File: src/rtl/cep_define.sv
// Shared PMP definitions: cfg byte layout, CSR numbers and the CSR loader FSM states.
package cep_define;

    typedef enum logic [1:0] {
        PmpOff   = 2'd0,
        PmpTor   = 2'd1,
        PmpNa4   = 2'd2,
        PmpNapot = 2'd3
    } pmp_a_e;

    typedef struct packed {
        logic       l;
        logic [1:0] rsvd;
        pmp_a_e     a;
        logic       x;
        logic       w;
        logic       r;
    } pmpcfg_t;

    localparam logic [11:0] CSR_PMPADDR0 = 12'h3B0;
    localparam logic [11:0] CSR_PMPCFG0  = 12'h3A0;

    typedef enum logic [2:0] {
        StIdle,
        StAddrWr,
        StAddrRd,
        StCfgWr,
        StCfgRd,
        StFinish
    } loader_state_e;

    function automatic pmpcfg_t pmpcfg_clean(input pmpcfg_t c);
        pmpcfg_t r;
        r      = c;
        r.rsvd = '0;
        return r;
    endfunction

endpackage

File: src/rtl/pmp_cfg_pack.sv
// Packs four buffered cfg bytes into one pmpcfg word; bytes past the last region read as zero.
module pmp_cfg_pack
    import cep_define::*;
#(
    parameter int unsigned NUM_REGIONS = 4
) (
    input  logic [1:0]  word_idx,
    input  logic [31:0] raw_bytes,
    output logic [31:0] cfg_word
);

    always_comb begin
        cfg_word = '0;
        for (int k = 0; k < 4; k++) begin
            if ({1'b0, word_idx, 2'(k)} < 5'(NUM_REGIONS)) begin
                cfg_word[8*k +: 8] = pmpcfg_clean(raw_bytes[8*k +: 8]);
            end
        end
    end

endmodule

File: src/rtl/pmp_cfg_loader.sv
// Walks the region table and issues pmpaddrN then packed pmpcfgN CSR writes into pmp.
// Read-back verification is built when PMP_LOADER_VERIFY_EN is defined.
module pmp_cfg_loader
    import cep_define::*;
#(
    parameter int unsigned NUM_REGIONS = 4
) (
    input  logic        clock,
    input  logic        reset,
    input  logic        start,
    output logic        busy,
    output logic        done,
    output logic        err,
    output logic [11:0] err_csr,
    output logic [3:0]  tbl_idx,
    input  logic [31:0] tbl_addr,
    input  pmpcfg_t     tbl_cfg,
    output logic        wr_en,
    output logic [31:0] rw_addr,
    output logic [31:0] wdata,
    input  logic [31:0] rdata
);

    localparam int unsigned NUM_WORDS = (NUM_REGIONS + 3) / 4;
    localparam logic [4:0]  LAST_IDX  = 5'(NUM_REGIONS);
    localparam logic [2:0]  LAST_WORD = 3'(NUM_WORDS);

    loader_state_e state_q, state_d;
    logic [4:0]    idx_q, idx_d;
    logic [2:0]    word_q, word_d;
    logic          busy_q, busy_d;
    logic          done_q, done_d;
    logic          wr_en_q, wr_en_d;
    logic [31:0]   rw_addr_q, rw_addr_d;
    logic [31:0]   wdata_q, wdata_d;
    logic          cfg_we;
    logic          issue_addr, issue_cfg, adv_entry, adv_word, finish;
    logic [31:0]   cfg_word;
    pmpcfg_t       cfg_buf [16];

    // idx_q always points at the entry whose table data is fetched for the next write,
    // so the registered write outputs can be loaded straight from tbl_addr/tbl_cfg.
    assign tbl_idx = idx_q[3:0];

    always_ff @(posedge clock) begin
        if (cfg_we) begin
            cfg_buf[idx_q[3:0]] <= pmpcfg_clean(tbl_cfg);
        end
    end

    pmp_cfg_pack #(
        .NUM_REGIONS(NUM_REGIONS)
    ) u_pack (
        .word_idx (word_q[1:0]),
        .raw_bytes({cfg_buf[{word_q[1:0], 2'd3}], cfg_buf[{word_q[1:0], 2'd2}],
                    cfg_buf[{word_q[1:0], 2'd1}], cfg_buf[{word_q[1:0], 2'd0}]}),
        .cfg_word (cfg_word)
    );

`ifdef PMP_LOADER_VERIFY_EN
    logic        err_q, err_d;
    logic [11:0] err_csr_q, err_csr_d;
    logic        mismatch;
`else
    logic unused_rdata;
    assign unused_rdata = ^rdata;
`endif

    always_comb begin
        state_d    = state_q;
        idx_d      = idx_q;
        word_d     = word_q;
        busy_d     = busy_q;
        done_d     = 1'b0;
        wr_en_d    = 1'b0;
        rw_addr_d  = rw_addr_q;
        wdata_d    = wdata_q;
        cfg_we     = 1'b0;
        issue_addr = 1'b0;
        issue_cfg  = 1'b0;
        adv_entry  = 1'b0;
        adv_word   = 1'b0;
        finish     = 1'b0;
`ifdef PMP_LOADER_VERIFY_EN
        err_d      = err_q;
        err_csr_d  = err_csr_q;
        mismatch   = 1'b0;
`endif
        unique case (state_q)
            StIdle: begin
                if (start) begin
                    busy_d     = 1'b1;
                    word_d     = '0;
                    issue_addr = 1'b1;
`ifdef PMP_LOADER_VERIFY_EN
                    err_d      = 1'b0;
                    err_csr_d  = '0;
`endif
                end
            end
`ifdef PMP_LOADER_VERIFY_EN
            StAddrWr: state_d = StAddrRd;
            StCfgWr:  state_d = StCfgRd;
            StAddrRd: begin
                if (rdata != wdata_q) mismatch = 1'b1;
                else                  adv_entry = 1'b1;
            end
            StCfgRd: begin
                if (rdata != wdata_q) mismatch = 1'b1;
                else                  adv_word = 1'b1;
            end
`else
            StAddrWr: adv_entry = 1'b1;
            StCfgWr:  adv_word  = 1'b1;
`endif
            StFinish: begin
                state_d = StIdle;
                idx_d   = '0;
            end
            default: state_d = StIdle;
        endcase

        if (adv_entry) begin
            if (idx_q == LAST_IDX) issue_cfg  = 1'b1;
            else                   issue_addr = 1'b1;
        end
        if (adv_word) begin
            if (word_q == LAST_WORD) finish    = 1'b1;
            else                     issue_cfg = 1'b1;
        end

        if (issue_addr) begin
            state_d   = StAddrWr;
            wr_en_d   = 1'b1;
            rw_addr_d = {20'd0, CSR_PMPADDR0 + {8'd0, idx_q[3:0]}};
            wdata_d   = tbl_addr;
            cfg_we    = 1'b1;
            idx_d     = idx_q + 5'd1;
        end
        if (issue_cfg) begin
            state_d   = StCfgWr;
            wr_en_d   = 1'b1;
            rw_addr_d = {20'd0, CSR_PMPCFG0 + {10'd0, word_q[1:0]}};
            wdata_d   = cfg_word;
            word_d    = word_q + 3'd1;
        end

`ifdef PMP_LOADER_VERIFY_EN
        if (mismatch) begin
            err_d     = 1'b1;
            err_csr_d = rw_addr_q[11:0];
            finish    = 1'b1;
        end
`endif
        if (finish) begin
            state_d = StFinish;
            busy_d  = 1'b0;
`ifdef PMP_LOADER_VERIFY_EN
            done_d  = !err_d;
`else
            done_d  = 1'b1;
`endif
        end
    end

    always_ff @(posedge clock) begin
        if (reset) begin
            state_q   <= StIdle;
            idx_q     <= '0;
            word_q    <= '0;
            busy_q    <= 1'b0;
            done_q    <= 1'b0;
            wr_en_q   <= 1'b0;
            rw_addr_q <= '0;
            wdata_q   <= '0;
        end else begin
            state_q   <= state_d;
            idx_q     <= idx_d;
            word_q    <= word_d;
            busy_q    <= busy_d;
            done_q    <= done_d;
            wr_en_q   <= wr_en_d;
            rw_addr_q <= rw_addr_d;
            wdata_q   <= wdata_d;
        end
    end

`ifdef PMP_LOADER_VERIFY_EN
    always_ff @(posedge clock) begin
        if (reset) begin
            err_q     <= 1'b0;
            err_csr_q <= '0;
        end else begin
            err_q     <= err_d;
            err_csr_q <= err_csr_d;
        end
    end
    assign err     = err_q;
    assign err_csr = err_csr_q;
`else
    assign err     = 1'b0;
    assign err_csr = '0;
`endif

    assign busy    = busy_q;
    assign done    = done_q;
    assign wr_en   = wr_en_q;
    assign rw_addr = rw_addr_q;
    assign wdata   = wdata_q;

endmodule

File: config.mk
export PLATFORM = sky130hd
export DESIGN_NAME = pmp_cfg_loader
export DESIGN_NICKNAME = d
export VERILOG_FILES = /design/src/rtl/cep_define.sv /design/src/rtl/pmp_cfg_pack.sv /design/src/rtl/pmp_cfg_loader.sv
export SDC_FILE = /design/constraint.sdc
export NUM_CORES = 1
export LEC_CHECK = 0
export ABC_AREA = 1
export CAP_MARGIN = 5
export CORE_MARGIN = 2
export CORE_UTILIZATION = 55
export DETAILED_ROUTE_END_ITERATION = 7
export PLACE_DENSITY = 0.9
export SLEW_MARGIN = 20
export SYNTH_ARGS = -nofsm -noshare
export SYNTH_HDL_FRONTEND = slang
export SYNTH_SLANG_ARGS = --single-unit
File: constraint.sdc
create_clock -name clock -period 4.4 [get_ports clock]
set_input_delay 0.88 -clock clock [delete_from_list [all_inputs] [get_ports clock]]
set_output_delay 0.88 -clock clock [all_outputs]
set_load 0.03 [all_outputs]
# == Word level (Yosys, flattened, before mapping) ==
# Memories as Yosys holds them, arrays and structs flattened. A register that Yosys moved wholly into a read port is not among the register bits.
# Index checks and enable logic that the tools add are counted.
# classes
add_sub_neg,4
order_cmp,4
n_eq_ne,7
muxes,42
reduce_logical,9
# op_table
operator,count
32-bit two-way mux,2
4-bit two-way mux,8
8-bit two-way mux,4
12-bit two-way mux,2
3-bit two-way mux,7
1-bit two-way mux,17
4-bit by 3-bit < comparator with 1-bit output (second input constant),4
10-bit by 2-bit adder with 11-bit output (first input constant),1
10-bit by 4-bit adder with 11-bit output (first input constant),1
5-bit two-way mux,2
2-bit nonzero test,4
3-bit by 1-bit equality test with 1-bit output (second input constant),2
5-bit by 1-bit adder with 5-bit output (second input constant),1
5-bit by 3-bit equality test with 1-bit output (second input constant),1
4-bit by 1-bit != test with 1-bit output (second input constant),1
2-bit AND reduction,2
3-bit by 1-bit adder with 3-bit output (second input constant),1
3-bit by 2-bit equality test with 1-bit output (second input constant),1
3-bit equality test (second input constant),1
3-bit logical NOT,1
3-bit by 1-bit != test with 1-bit output (second input constant),1
3-bit OR reduction,1
2-bit OR reduction,1
# totals
regBits,58
ramBits,96
input_bits,75
output_inout_bits,84
elab_cells,76
memories,1
# memory_table
memory,depth,width,rd,rd_clocked_by_memory_dff,wr,line,rtl
cfg_buf,16,6,4,4,1,pmp_cfg_loader.sv:39,pmpcfg_t cfg_buf [16];

# == Depth between registers and ports, before layout ==
# Gate-level depths: netlist (run 1).
# depth
ltp_word,9
depth_mapped,12
mapped_depth_nobuf,11

# == Hierarchy ==
# Synthesis (run 1) repeated with hierarchy kept, for this count alone.
# unflattened
cells_unflattened,800
area_unflattened_um2,7203.2
# modules_own_cells
module,n_inst,cells_each,area_each_um2,seq_area_each_um2
pmp_cfg_loader,1,738,6867.8,3963.8
pmp_cfg_pack,1,62,335.3,0.0

# == Least setup slack after synthesis (run 1) ==
# No wires, ideal clock.
# synth_timing
kind,input to register
start,in start
end,"mem cfg_buf[4][0] (netlist bit), enable pin"
setup_ns,0.350
arrival_ns,1.801
required_time_ns,4.050
setup_slack_ns,2.250
path_stages,5
path_buffers,1
path_cell_list,nand4_1 -> nand2_4 -> buf_2 -> nand2_1 -> nor2_1
# synth_between
elab_chain_cells,7
# synth_rtl
element,line,rtl
"start, declared",pmp_cfg_loader.sv:10,"input logic start,"
1-bit two-way mux *,pmp_cfg_loader.sv:91,if (start) begin
1-bit two-way mux *,pmp_cfg_loader.sv:89,unique case (state_q)
1-bit two-way mux,pmp_cfg_loader.sv:124,if (idx_q == LAST_IDX) issue_cfg = 1'b1;
1-bit two-way mux *,pmp_cfg_loader.sv:123,if (adv_entry) begin
1-bit two-way mux *,pmp_cfg_loader.sv:132,if (issue_addr) begin
1-bit two-way mux *,pmp_cfg_loader.sv:46,if (cfg_we) begin
1-bit two-way mux (not written as such) *,pmp_cfg_loader.sv:47,cfg_buf[idx_q[3:0]] <= pmpcfg_clean(tbl_cfg);
"end, declared",pmp_cfg_loader.sv:39,
# Mark *: on every way between the ends. The rest lies on a longest branch, timed or not.

# == Final worst setup path (run 1) ==
# layout_timing
start,in start
end,"mem cfg_buf[11][3] (netlist bit), enable pin"
# The elaborated chain is that of the path after synthesis.

==> results.txt, run 1 <==
Layout area overhead: 18.6%
num rows: 41
post-route cell area: 8580 sq um
worst-margin pin slew: 0.991 ns
Die W: 119 um
max frequency: 355 MHz
TNS Setup: 0 ns
Clock transition at path regs: 0.06 ns
grt ovf: 0
Via Count: 5,618
pre-CTS WS: 1.18 ns
DR WL/cell: 14.7 um
Hold WS: 0.458 ns
RSZ-0062 raised after global routing: no
total track usage: 23.8%
leak pwr: 3.97 nW
vias in the first global route: 5,399
Worst slew margin: 33.9%
largest incremental delay on the critical path: 0.53 ns
met3 Usage GRT: 5.45%
drt first pass iters: 5
IO Count: 159
Max-Cap Viols: 0
Clock Tree Root: clkbuf_16
Hold Crit Class: flop to flop
sequential area share after synthesis: 54.8%
crit path DAT: 2.87 ns
total core area: 12,700 sq um
Syn. warnings: 0
Initial Util: 56.9%
GR Layer Usage met2: 42.4%
cells after synthesis: 868
CTS Sinks: 150
power density over the cells: 424 nW/um^2
Layout fillers: 899
critical path type: input port to flop
multi-input logic area: 2220 sq um
Most Crowded Layer GR: met2
register bit total from synthesis: 150
Max FO, Critical Path: 50
Final Net Count: 1,014
Setup Skew: 0.00884 ns
status: completed
first-pass GRT wire length: 25,800 um
Area after DPL: 7930 sq um
CTS H-tree lvls: 4
die height: 119 um
final setup fails: 0
CTS Buf Count: 17
Peak VDD IR: 0.287 mV
proportion of layout cells with a drive suffix above 1: 6.77%
RePlAce Congestion: 0.820
initial drt markers: 601
CP startpoint kind: input port
post-CTS setup buffers: 0
crit end category: flop
min Tclk post-route: 2.82 ns
total routed wirelength: 16,400 um
port bufs: 88
GR met1 Demand/Resource: 25.7%
largest net degree at the start of global routing: 51
slowest cell on the critical path: nand2_4
fin. max-slew vios: 0
Worst-Skew Late Latency: 0.42 ns
Syn Area/Cell: 8.34 sq um
Routed Antenna Nets: 0
post-route setup slack: 1.58 ns
DPL Wire Length: 10,100 um
Crit path required time: 4.46 ns
final cell count without fillers: 1,117
DRC viols: 0
TritonCTS clock tree: built
Clock Tree Buf Depth: 2
Worst path top cell family by delay: simple AND/OR/NAND/NOR gates
Final period util: 64.0%
Syn Std Cell Area: 7240 sq um
ant diodes: 0
final hold vios: 0
antenna violations before repair: 0
storage element area: 3960 sq um
die footprint: 14,100 sq um
unique cell type count in the Yosys netlist: 28
Post-CTS Hold Fix Bufs: 0
via/cell ratio: 5.03
critical path, cell by cell: clkdlybuf4s50_1 -> nand4_1 -> nand2_4 -> nand2_1 -> nor2_1
Cell Count Post-Placement: 1,085
worst path bufs/invs: 1
post-CTS resize count: 0
[cells in the mapped netlist (all sizes together)]
cell,number,area (sq um)
a21oi,47,273
buf,71,518
clkbuf,10,37.5
conb,1,3.75
dfxtp,54,1080
edfxtp,96,2880
ha,7,87.6
inv,166,626
nand2,248,976
nand3,56,280
nand4,2,12.5
nor2,103,418
nor3,2,10.0
o21ai,2,10.0
o21bai,1,7.51
or2,1,6.26
xor2,1,8.76
[final timing paths]
path | start | to | slack [ns] | cells after the start
worst max-delay path | start | cfg_buf[11][3] | 1.58 | 5
worst min-delay path | busy | busy | 0.46 | 2
worst max register to register | idx_q[0] | cfg_buf[11][3] | 1.66 | 9
worst min register to register | busy | busy | 0.46 | 2
[sequential cells by signal (all words and copies together) (netlist names), named ones only]
signal / count
wr_en: 1
wdata: 32
word_q: 3
state_q: 3
idx_q: 5
rw_addr: 6
cfg_buf: 96
busy: 1
done: 1
[metal layers]
layer	wire, um	vias to the layer above	part of all wire (%)
met4	688	0	4.2
met5	0	-	0
met2	8480	295	52
li1	-	2694	-
met3	1110	61	6.8
met1	6100	2568	37
[cell type report]
class | instances | area share [%]
timing repair buffer | 91 | 10.5
tap | 172 | 2.51
multi-input combinational | 506 | 25.9
sequential | 150 | 46.2
inverter | 166 | 7.29
clock inverter | 8 | 1.97
clock buffer | 24 | 5.61
[worst register-to-register path, cell delays in order (launching register included)]
cell and delay, ns:
dfxtp_1 0.46, inv_1 0.13, ha_1 0.28, inv_1 0.07, nor2_1 0.04, nand2_1 0.09
nand2_2 0.07, nand2_4 0.45, nand2_1 0.29, nor2_1 0.51
[layout by cell type, fill, tap and decap left out, types with 2 or more instances in the layout]
| cell type | instances |
|---|---|
| nand2_1 | 236 |
| nand3_1 | 56 |
| o21ai_0 | 2 |
| clkdlybuf4s50_1 | 88 |
| inv_2 | 4 |
| conb_1 | 36 |
| buf_4 | 3 |
| edfxtp_1 | 96 |
| dfxtp_1 | 54 |
| clkbuf_1 | 4 |
| nor3_1 | 2 |
| a21oi_1 | 37 |
| inv_1 | 161 |
| ha_1 | 7 |
| bufinv_16 | 5 |
| clkbuf_16 | 17 |
| nand2_2 | 9 |
| clkinv_2 | 2 |
| nor2_1 | 98 |
| nand2_4 | 3 |
| nor2_2 | 3 |
| clkbuf_8 | 3 |
| nand4_1 | 2 |
| a21oi_2 | 10 |
[report_power, final]
part	leakage, nW	internal (W)	switching, W
combinational	2.33	0.000162	0.000305
sequential	1.31	0.00155	0.0000290
clock	0.318	0.00105	0.000542
total	3.97	0.00277	0.000876
[logic make-up after synthesis]
group | after synthesis | synth area share (%)
AND/OR/NAND/NOR | 412 | 23.5
buffers and inverters | 247 | 16.3
flip-flops | 150 | 54.8
AO/OA/AOI/OAI | 50 | 4.01
adder cells (fa/ha/maj) | 7 | 1.21
XOR/XNOR | 1 | 0.121
other | 1 | 0.0518
[per-stage QoR]
| step | total power [W] | utilization (%) |
|---|---|---|
| after floorplan | 0.00194 | - |
| after global placement | 0.00205 | 62.4 |
| after detailed placement | 0.00207 | 62.4 |
| after CTS | 0.00364 | 67.5 |
| after global routing | 0.00374 | 67.5 |
| final | 0.00364 | 67.5 |
Power figures use the tool's default switching activity.
==> inputs of run 2 (changes only) <==
--- a/config.mk
+++ b/config.mk
@@ -8,9 +8,9 @@
 export ABC_AREA = 1
 export CAP_MARGIN = 5
 export CORE_MARGIN = 2
-export CORE_UTILIZATION = 55
+export CORE_UTILIZATION = 46
 export DETAILED_ROUTE_END_ITERATION = 7
-export PLACE_DENSITY = 0.9
+export PLACE_DENSITY = 0.81
 export SLEW_MARGIN = 20
 export SYNTH_ARGS = -nofsm -noshare
 export SYNTH_HDL_FRONTEND = slang
==> constraint.sdc (replaced) <==
create_clock -name clock -period 2.58 [get_ports clock]
set_input_delay 0.516 -clock clock [delete_from_list [all_inputs] [get_ports clock]]
set_output_delay 0.516 -clock clock [all_outputs]
set_load 0.03 [all_outputs]
==> results.txt, run 2 (same netlist as run 1, synthesis figures left out) <==
post-CTS setup buffers: 0
Worst-Skew Late Latency: 0.42 ns
final cell count without fillers: 1,177
critical path, cell by cell: clkdlybuf4s50_1
Layout fillers: 1,320
worst-margin pin slew: 0.835 ns
Crit path required time: 2.06 ns
IO Count: 159
critical path type: flop to output port
Area after DPL: 8140 sq um
vias in the first global route: 5,358
RePlAce Congestion: 0.827
largest net degree at the start of global routing: 49
Setup Skew: 0.0108 ns
DPL Wire Length: 10,200 um
leak pwr: 4.06 nW
total track usage: 19.6%
post-route cell area: 8790 sq um
GR Layer Usage met2: 33.7%
status: completed
total core area: 15,300 sq um
Cell Count Post-Placement: 1,145
Die W: 129 um
min Tclk post-route: 2.26 ns
commonest non-fill, non-tap cells in the layout: nand2_1, inv_1, nor2_1
Max-Cap Viols: 0
fin. max-slew vios: 0
CP startpoint kind: flop
crit end category: output port
Clock transition at path regs: 0.06 ns
Post-CTS Hold Fix Bufs: 0
die footprint: 16,800 sq um
pre-CTS WS: 0.235 ns
port bufs: 88
worst path bufs/invs: 1
power density over the cells: 707 nW/um^2
grt ovf: 0
die height: 129 um
Via Count: 5,436
commonest non-fill, non-tap cell in the layout: nand2_1
post-CTS resize count: 0
DR WL/cell: 13.6 um
max FFs per register: 96
TritonCTS clock tree: built
first-pass GRT wire length: 25,300 um
Initial Util: 47.3%
num rows: 45
slowest cell on the critical path: clkdlybuf4s50_1
Hold Crit Class: flop to flop
proportion of layout cells with a drive suffix above 1: 9.01%
final setup fails: 0
final hold vios: 0
Most Crowded Layer GR: met2
met3 Usage GRT: 5.49%
drt first pass iters: 5
antenna violations before repair: 0
total routed wirelength: 16,000 um
ant diodes: 0
post-route setup slack: 0.318 ns
CTS Buf Count: 17
max frequency: 442 MHz
CTS H-tree lvls: 4
crit path DAT: 1.75 ns
Routed Antenna Nets: 0
Worst slew margin: 44.3%
via/cell ratio: 4.62
DRC viols: 0
largest incremental delay on the critical path: 0.76 ns
Clock Tree Root: clkbuf_16
Hold WS: 0.441 ns
Max FO, Critical Path: 9
CTS Sinks: 150
RSZ-0062 raised after global routing: no
GR met1 Demand/Resource: 23.4%
Clock Tree Buf Depth: 2
Final period util: 87.7%
initial drt markers: 500
Worst path top cell family by delay: buffers and inverters
TNS Setup: 0 ns
Worst R2R Setup Slack: 0.43 ns
Peak VDD IR: 0.554 mV
Layout area overhead: 21.4%
Final Net Count: 1,035
==> run 2: cell count changes in the layout (fill, tap and decap cells not counted), sizes merged <==
cell	before	now
inv	166	167
clkbuf	24	20
clkinvlp	0	3
buf	3	24
==> run 2: final timing paths <==
path,end,startpoint,cells after the start
min,busy,busy,2
min reg2reg,busy,busy,2
max reg2reg,cfg_buf[2][2],idx_q[0],9
max,tbl_idx[3],idx_q[3],1
==> run 2: through the flow <==
step / total power, W / util [%]
2_1_floorplan: 0.00331 / -
3_3_place_gp: 0.00352 / 53.1
3_5_place_dp: 0.00354 / 53.1
4_1_cts: 0.00623 / 57.4
5_1_grt: 0.00642 / 57.4
6_report: 0.00622 / 57.4
==> run 2: final cells by class <==
type	count	area (sq um)	area share, %
flip-flops and latches	150	3960	45.1
well taps	211	264	3.00
clock buffers	20	447	5.08
inverters	166	626	7.12
multi-input cells	506	2220	25.3
repair buffers	112	1060	12.1
clock inverters	12	200	2.28
==> run 2: worst register-to-register path: cells and delay by family (launching register included) <==
family | cells | cell delay (ns)
adder cells (fa/ha/maj) | 1 | 0.25
flip-flops | 1 | 0.43
AND/OR/NAND/NOR | 6 | 0.94
buffers and inverters | 2 | 0.17
==> run 2: routing by layer <==
layer  vias to the layer above  share of wire (%)
met3                        26                6.2
li1                       2725                  -
met4                         0                2.1
met2                       177                 50
met1                      2508                 42
met5                         -                  0
==> run 2: report_power, final <==
group | switching (W) | internal (W)
registers | 0.0000473 | 0.00265
clock network | 0.000976 | 0.00174
logic | 0.000513 | 0.000288
